==> src/rtl/hazard_ctrl.sv <==
`default_nettype none
// +-------------------------------------------------------------------------+
// | hazard_ctrl : MW tracking, DE forward selects, load-use/memory-wait     |
// |               stalls and branch flush for the 3-stage pipeline.         |
// | Option     : HAZARD_PERF_CNT_EN adds saturating stall/flush counters.   |
// | Revision   : 1.0  initial release                                       |
// +-------------------------------------------------------------------------+
module hazard_ctrl #(
  parameter int REG_AW      = 5,
  parameter int MEM_TIMEOUT = 16,
  parameter int CNT_W       = 5
) (
  input  logic              clk,
  input  logic              rst_n,
  input  logic              valid_de,
  input  logic [REG_AW-1:0] rs1_de,
  input  logic [REG_AW-1:0] rs2_de,
  input  logic [REG_AW-1:0] rd_de,
  input  logic              reg_wr_de,
  input  logic              mem_rd_de,
  input  logic              mem_wr_de,
  input  logic              br_taken_de,
  input  logic              dmem_ready,
  output logic              forward_ae,
  output logic              forward_be,
  output logic              stall_if,
  output logic              stall_de,
  output logic              bubble_mw,
  output logic              flush_fd,
  output logic              mem_timeout_err
`ifdef HAZARD_PERF_CNT_EN
  ,
  output logic [31:0]       lu_stall_cnt,
  output logic [31:0]       mem_stall_cnt,
  output logic [31:0]       flush_cnt
`endif
);

  localparam logic [CNT_W-1:0] WAIT_MAX = CNT_W'(MEM_TIMEOUT);

  typedef enum logic [0:0] {
    ST_RUN      = 1'b0,
    ST_MEM_WAIT = 1'b1
  } state_t;

  state_t              state_q, state_d;
  logic                valid_mw_q, valid_mw_d;
  logic [REG_AW-1:0]   rd_mw_q, rd_mw_d;
  logic                reg_wr_mw_q, reg_wr_mw_d;
  logic                mem_rd_mw_q, mem_rd_mw_d;
  logic                mem_op_mw_q, mem_op_mw_d;
  logic [CNT_W-1:0]    wait_cnt_q, wait_cnt_d;
  logic                timeout_err_q, timeout_err_d;

  logic                mw_live;
  logic                hit_rs1;
  logic                hit_rs2;
  logic                mem_stall;
  logic                lu_stall;
  logic                any_stall;

  // x0 is hardwired zero, so a write to it never produces a forwardable value
  assign mw_live   = valid_mw_q & reg_wr_mw_q & (rd_mw_q != '0);
  assign hit_rs1   = mw_live & (rd_mw_q == rs1_de);
  assign hit_rs2   = mw_live & (rd_mw_q == rs2_de);

  // The first not-ready cycle already stalls, otherwise the access would leave MW
  assign mem_stall = valid_mw_q & mem_op_mw_q & ~dmem_ready;
  assign lu_stall  = valid_de & mem_rd_mw_q & (hit_rs1 | hit_rs2) & ~mem_stall;
  assign any_stall = mem_stall | lu_stall;

  assign forward_ae      = valid_de & hit_rs1 & ~mem_rd_mw_q;
  assign forward_be      = valid_de & hit_rs2 & ~mem_rd_mw_q;
  assign stall_if        = any_stall;
  assign stall_de        = any_stall;
  assign bubble_mw       = lu_stall;
  assign flush_fd        = valid_de & br_taken_de & ~any_stall;
  assign mem_timeout_err = timeout_err_q;

  always_comb begin
    state_d = state_q;
    case (state_q)
      ST_RUN:      if (mem_stall) state_d = ST_MEM_WAIT;
      ST_MEM_WAIT: if (dmem_ready) state_d = ST_RUN;
      default:     state_d = ST_RUN;
    endcase
  end

  always_comb begin
    wait_cnt_d    = '0;
    timeout_err_d = timeout_err_q;
    if (mem_stall) begin
      wait_cnt_d = (wait_cnt_q == WAIT_MAX) ? wait_cnt_q : wait_cnt_q + CNT_W'(1);
      if (wait_cnt_d == WAIT_MAX) begin
        timeout_err_d = 1'b1;
      end
    end
  end

  always_comb begin
    valid_mw_d  = valid_mw_q;
    rd_mw_d     = rd_mw_q;
    reg_wr_mw_d = reg_wr_mw_q;
    mem_rd_mw_d = mem_rd_mw_q;
    mem_op_mw_d = mem_op_mw_q;
    if (!mem_stall) begin
      if (lu_stall) begin
        valid_mw_d  = 1'b0;
        rd_mw_d     = '0;
        reg_wr_mw_d = 1'b0;
        mem_rd_mw_d = 1'b0;
        mem_op_mw_d = 1'b0;
      end else begin
        valid_mw_d  = valid_de;
        rd_mw_d     = rd_de;
        reg_wr_mw_d = reg_wr_de;
        mem_rd_mw_d = mem_rd_de;
        mem_op_mw_d = mem_rd_de | mem_wr_de;
      end
    end
  end

  always_ff @(posedge clk or negedge rst_n) begin
    if (!rst_n) begin
      state_q       <= ST_RUN;
      valid_mw_q    <= 1'b0;
      rd_mw_q       <= '0;
      reg_wr_mw_q   <= 1'b0;
      mem_rd_mw_q   <= 1'b0;
      mem_op_mw_q   <= 1'b0;
      wait_cnt_q    <= '0;
      timeout_err_q <= 1'b0;
    end else begin
      state_q       <= state_d;
      valid_mw_q    <= valid_mw_d;
      rd_mw_q       <= rd_mw_d;
      reg_wr_mw_q   <= reg_wr_mw_d;
      mem_rd_mw_q   <= mem_rd_mw_d;
      mem_op_mw_q   <= mem_op_mw_d;
      wait_cnt_q    <= wait_cnt_d;
      timeout_err_q <= timeout_err_d;
    end
  end

`ifdef HAZARD_PERF_CNT_EN
  logic [31:0] lu_cnt_q, lu_cnt_d;
  logic [31:0] mem_cnt_q, mem_cnt_d;
  logic [31:0] fl_cnt_q, fl_cnt_d;

  always_comb begin
    lu_cnt_d  = lu_cnt_q;
    mem_cnt_d = mem_cnt_q;
    fl_cnt_d  = fl_cnt_q;
    if (lu_stall && (lu_cnt_q != '1))  lu_cnt_d  = lu_cnt_q + 32'd1;
    if (mem_stall && (mem_cnt_q != '1)) mem_cnt_d = mem_cnt_q + 32'd1;
    if (flush_fd && (fl_cnt_q != '1))  fl_cnt_d  = fl_cnt_q + 32'd1;
  end

  always_ff @(posedge clk or negedge rst_n) begin
    if (!rst_n) begin
      lu_cnt_q  <= '0;
      mem_cnt_q <= '0;
      fl_cnt_q  <= '0;
    end else begin
      lu_cnt_q  <= lu_cnt_d;
      mem_cnt_q <= mem_cnt_d;
      fl_cnt_q  <= fl_cnt_d;
    end
  end

  assign lu_stall_cnt  = lu_cnt_q;
  assign mem_stall_cnt = mem_cnt_q;
  assign flush_cnt     = fl_cnt_q;
`endif

endmodule
`default_nettype wire

==> config.mk <==
export PLATFORM = sky130hd
export DESIGN_NAME = hazard_ctrl
export DESIGN_NICKNAME = d
export VERILOG_FILES = /design/src/rtl/hazard_ctrl.sv
export SDC_FILE = /design/constraint.sdc
export NUM_CORES = 1
export LEC_CHECK = 0
export BUFFER_PORTS_ARGS = -buffer_cell sky130_fd_sc_hd__buf_2
export CAP_MARGIN = 20
export CORE_UTILIZATION = 30
export CTS_CLUSTER_SIZE = 20
export DETAILED_ROUTE_END_ITERATION = 6
export GPL_TIMING_DRIVEN = 1
export PLACE_DENSITY = 0.52
export RECOVER_POWER = 100
export SYNTH_ARGS = -nofsm -noshare
export SYNTH_HDL_FRONTEND = slang
export SYNTH_SLANG_ARGS = --single-unit
==> constraint.sdc <==
create_clock -name clk -period 1.65 [get_ports clk]
set_input_delay 0.0825 -clock clk [delete_from_list [all_inputs] [get_ports clk]]
set_output_delay 0.0825 -clock clk [all_outputs]
set_load 0.05 [all_outputs]
## Yosys cells after proc, flatten, opt, wreduce, memory -nomap -nowiden

Index checks and enable logic that the tools add are counted.

| storage, ports and cells | value |
|---|---|
| register bits after elaboration | 15 |
| input bits | 23 |
| output and inout bits | 7 |

| cells by class | value |
|---|---|
| $add $sub $neg | 1 |
| equal/unequal tests | 4 |
| mux-type cells | 7 |
| bitwise logic cells | 22 |
| reductions and logical operators | 2 |

Operators with widths:

| operator | number |
|---|---|
| 1-bit AND | 15 |
| 5-bit two-way mux | 3 |
| 5-bit equality test | 2 |
| 5-bit equality test (second input constant) | 2 |
| 5-bit by 1-bit adder with 5-bit output (second input constant) | 1 |
| 5-bit nonzero test | 1 |
| 1-bit two-way mux | 4 |
| 1-bit NOT | 4 |
| 1-bit OR | 3 |
| 2-bit AND reduction | 1 |

## Logic depth before layout (Yosys ltp)

| depth | value |
|---|---|
| word-level depth | 9 |
| depth in mapped cells | 6 |
| depth with buffers taken out | 6 |

## Worst setup path before layout

Ideal clock, no wire load.

| timing path | value |
|---|---|
| path type | reg2out |
| start | reg rd_mw_q[3] |
| end | out bubble_mw |
| arrival time | 2.198 ns |
| required time | 1.567 ns |
| slack | -0.630 ns |
| stages on the path, launching flop included | 5 |
| path buffers | 0 |
| cell sequence | dfrtp_1 > xor2_1 > nor3_1 > a32o_1 > nor3b_1 |

| on the way | value |
|---|---|
| word-level cells in the longest chain between the ends | 6 |

RTL lines:

| what | RTL line | RTL |
|---|---|---|
| start: declaration | 48 | `logic [REG_AW-1:0] rd_mw_q, rd_mw_d;` |
| start signal: assignment | 136 | `rd_mw_q <= rd_mw_d;` |
| 5-bit nonzero test | 63 | `assign mw_live = valid_mw_q & reg_wr_mw_q & (rd_mw_q != '0);` |
| 1-bit AND | 63 |  |
| 1-bit AND (on tied branches) | 64, 65 |  |
| 1-bit OR * | 69 | `assign lu_stall = valid_de & mem_rd_mw_q & (hit_rs1 \| hit_rs2) & ~mem_stall;` |
| 1-bit AND * (2 in series) | 69 |  |
| end: declaration | 28 | `output logic bubble_mw,` |

Mark *: on every way between the ends. The rest lies on a longest branch, timed or not.

## Worst setup path after layout

| timing path | value |
|---|---|
| start | reg rd_mw_q[2] |
| end | out stall_if |

| on the way | value |
|---|---|
| word-level cells in the longest chain between the ends | 7 |

RTL lines:

| what | RTL line | RTL |
|---|---|---|
| 5-bit nonzero test | 63 |  |
| 1-bit AND | 63 |  |
| 1-bit AND (on tied branches) | 64, 65 |  |
| 1-bit OR * | 69 |  |
| 1-bit AND * (2 in series) | 69 |  |
| 1-bit OR * | 70 | `assign any_stall = mem_stall \| lu_stall;` |
| end: declaration | 26 | `output logic stall_if,` |

Marked as above.

==> metrics <==
largest net degree at the start of global routing 16; dpl hpwl 1.792 mm; leak pwr 0.6611 nW; RR Startpoint rd_mw_q[2]; MaxCap Viol Count 0; Clock transition at path regs 90 ps; Final Max Tran Viols 0; routed wire length 2.381 mm; power per cell area 657.3 mW/mm2; Rel. slew slack 0.4282; peak supply drop 274.2 uV; diode count 0; worst hold path endpoint mem_op_mw_q; Pint 0.6522 mW; DIE HEIGHT 59.07 um; met2 Usage GRT 0.2679; Final min period 1969 ps; layout cells sized above 1 0.4702; total track usage 0.1504; cts bufs inserted 3; Fin Setup TNS -1618 ps; nets 177; final non-filler cell total 195; CP Max Fanout 4; main combinational cell family by area after synthesis compound AO/OA/AOI/OAI gates; chip width 59.07 um; std cell rows 20; WP data arrival 1890 ps; detailed-route DRC error count 0; number of global-route vias before repair 955; Initial Utilization 0.3175; Crit Path Class flop to primary output; Hold Path Depth 3; worst hold-check path type primary input to flop; root buf cell clkbuf_4; share of power burned in registers 0.440; combinational share of power 0.346; antenna viol nets, final 0; RSZ-0062 raised after global routing yes; Synth Warn # 0; Post-Syn Area 977.2 um2; FF-to-FF path depth 5; proportion of synthesized area in mux cells 0.08323; Die ar. 0.003489 mm2; Final period util 1.193; Top Usage Layer GRT met2; syn_nets 127; Post-Place Setup Slack -97.45 ps; critical path capture point type primary output; first drt pass iteration count 4; #FFs+latches synth 15; status complete, but fails checks; critical path launch point type flop; post-synthesis sequential area ratio 0.3841; Reg2Reg Setup Slack -30 ps; Layout Area Growth over Synthesis 50.83%; fmax 508.0 MHz; RR Endpoint rd_mw_q[4]; critical path required time 1570 ps; Sw Ratio 0.3268; failing checks negative setup slack; vias post-DR 923; Clock power frac 0.215; Psw 0.3166 mW; XOR/XNOR share of the synthesized area 0.1165; antenna violations before repair 0; final setup vio count 13; Netlist cell types 33; I/O Buffers 29; actual slew at the worst max-slew pin 857.7 ps; IO Count 30; Fin. Hold Viols 0; CTS tree yes; number of DRC markers in iteration 0 40; global-route wire length before repair 3.995 mm; TritonCTS Sinks 15; GPL Wtd Cong 0.7899; Mapped Cells 102; grt met3 use 0.02183; CTS max path bufs 2; H-tree levels 1; met1 usage 0.1822; clk_lat worst skew 280 ps; post-synthesis area per instance 9.580 um2; hold_sp mem_wr_de; Synth Area in Simple Gates 0.1639; Fin Clk Skew 4.683 ps; adder-cell area share of the yosys netlist 0.02561; setup slack after layout -318.6 ps; Placed Instances 184; Core Region 0.003078 mm2; compound-gate portion of the synthesized area 0.1690; grt ovf 0; number of vias per cell 4.733; wire per inst 12.21 um
-- logic make-up (layout without fill, tap and decap cells) --
| family | Yosys count | in the layout |
|---|---|---|
| and+or+nand+nor | 31 | 31 |
| AOI/OAI and AO/OA | 22 | 22 |
| DFF | 15 | 15 |
| xor gates and xnor gates | 13 | 13 |
| buffers and inverters | 11 | 60 |
| muxes | 8 | 8 |
| adders and majority gates | 2 | 2 |
-- area by class of cell --
| class | count | area [um2] |
|---|---|---|
| fill | 302 | 1604 |
| clock buffer | 4 | 26.28 |
| inverter | 6 | 22.52 |
| multi-input combinational | 76 | 654.4 |
| timing repair buffer | 50 | 340.3 |
| sequential | 15 | 375.4 |
| tap | 44 | 55.05 |
-- routing by layer --
metal  wire [um]  up-vias
li1            -      455
met1        1099      434
met2        1178       30
met3          79        4
met4          25        0
met5           0        -
-- synth_stat cells, drive strengths merged --
cell type   n  area share
a21oi      11       0.056
a31o        1      0.0090
a31oi       1      0.0064
a32o        1       0.010
and3        1      0.0064
buf         5       0.035
dfrtp      15        0.38
ha          2       0.026
inv         6       0.023
mux2        1       0.012
mux2i       7       0.072
nand2       6       0.023
nand3       3       0.015
nand3b      1      0.0077
nor2       10       0.046
nor3        5       0.026
nor3b       2       0.015
o2111ai     2       0.036
o211a       1       0.010
o211ai      1      0.0077
o21a        1      0.0077
o21ai       1      0.0051
o41a        1       0.012
o41ai       1      0.0090
or2         1      0.0064
or3         1      0.0064
or4         1       0.012
xnor2       2       0.018
xor2       11       0.099
-- state kept, by name, indices dropped and copies added (netlist names) --
signal / cells
mem_timeout_err: 1
mem_op_mw_q: 1
wait_cnt_q: 5
mem_rd_mw_q: 1
reg_wr_mw_q: 1
rd_mw_q: 5
valid_mw_q: 1
-- worst max-delay path: stages, from the launching register on --
cell     delay (ps)
dfrtp_1         420
or4_4           550
o211a_4         270
a31o_4          230
buf_6           150
-- timing repair --
item                                    CTS  global route
pin swaps                                10             9
gates resized for setup                  18            11
hold buffers                              1             0
setup buffers                             4             3
endpoints found under the setup margin    7            15
cloned                                    0             0
hold endpoints to repair                 15             0
-- cells in the final DEF, fill, tap and decap left out, types with 2 or more instances in the layout --
cell type   n
nand3_1     3
inv_1       6
buf_4      16
nor2_1      9
buf_2      21
mux2i_1     7
xnor2_1     2
clkbuf_1    5
xor2_2      3
clkbuf_4    3
a21oi_2     5
xor2_1      8
buf_6       8
nand2_1     6
a21oi_1     5
nor3_2      4
dfrtp_1    15
-- worst max-delay path by stage --
stage                from   endpoint  slack [ps]
5_1_grt        rd_mw_q[2]   stall_if        -380
4_1_cts        rd_mw_q[2]   stall_de        -360
6_report       rd_mw_q[2]   stall_if        -320
2_1_floorplan  rd_mw_q[3]  bubble_mw        -150
3_3_place_gp   rd_mw_q[2]   stall_de         -80
3_5_place_dp   rd_mw_q[2]   stall_de        -100
-- metrics by stage --
step                      utilization  hold WS [ps]  instance area, um2  total power, mW
after floorplan                     -        -213.1                1027           0.6034
after global placement         0.4195         8.385                1291           0.7053
after detailed placement       0.4195         13.51                1291           0.7109
after CTS                      0.4618         58.56                1421           0.9590
after global routing           0.4789         69.54                1474            1.035
final                          0.4789         63.48                1474           0.9688
-- power by group through the flow --
stage               Combinational, mW  Sequential (mW)  Clock (mW)
finish                          0.335            0.426       0.208
floorplan                       0.172            0.431           0
global placement                0.274            0.431           0
detailed placement              0.278            0.433           0
CTS                             0.317            0.424       0.219
global route                    0.367            0.429       0.239
No activity file was read; power rests on OpenSTA's default activity.
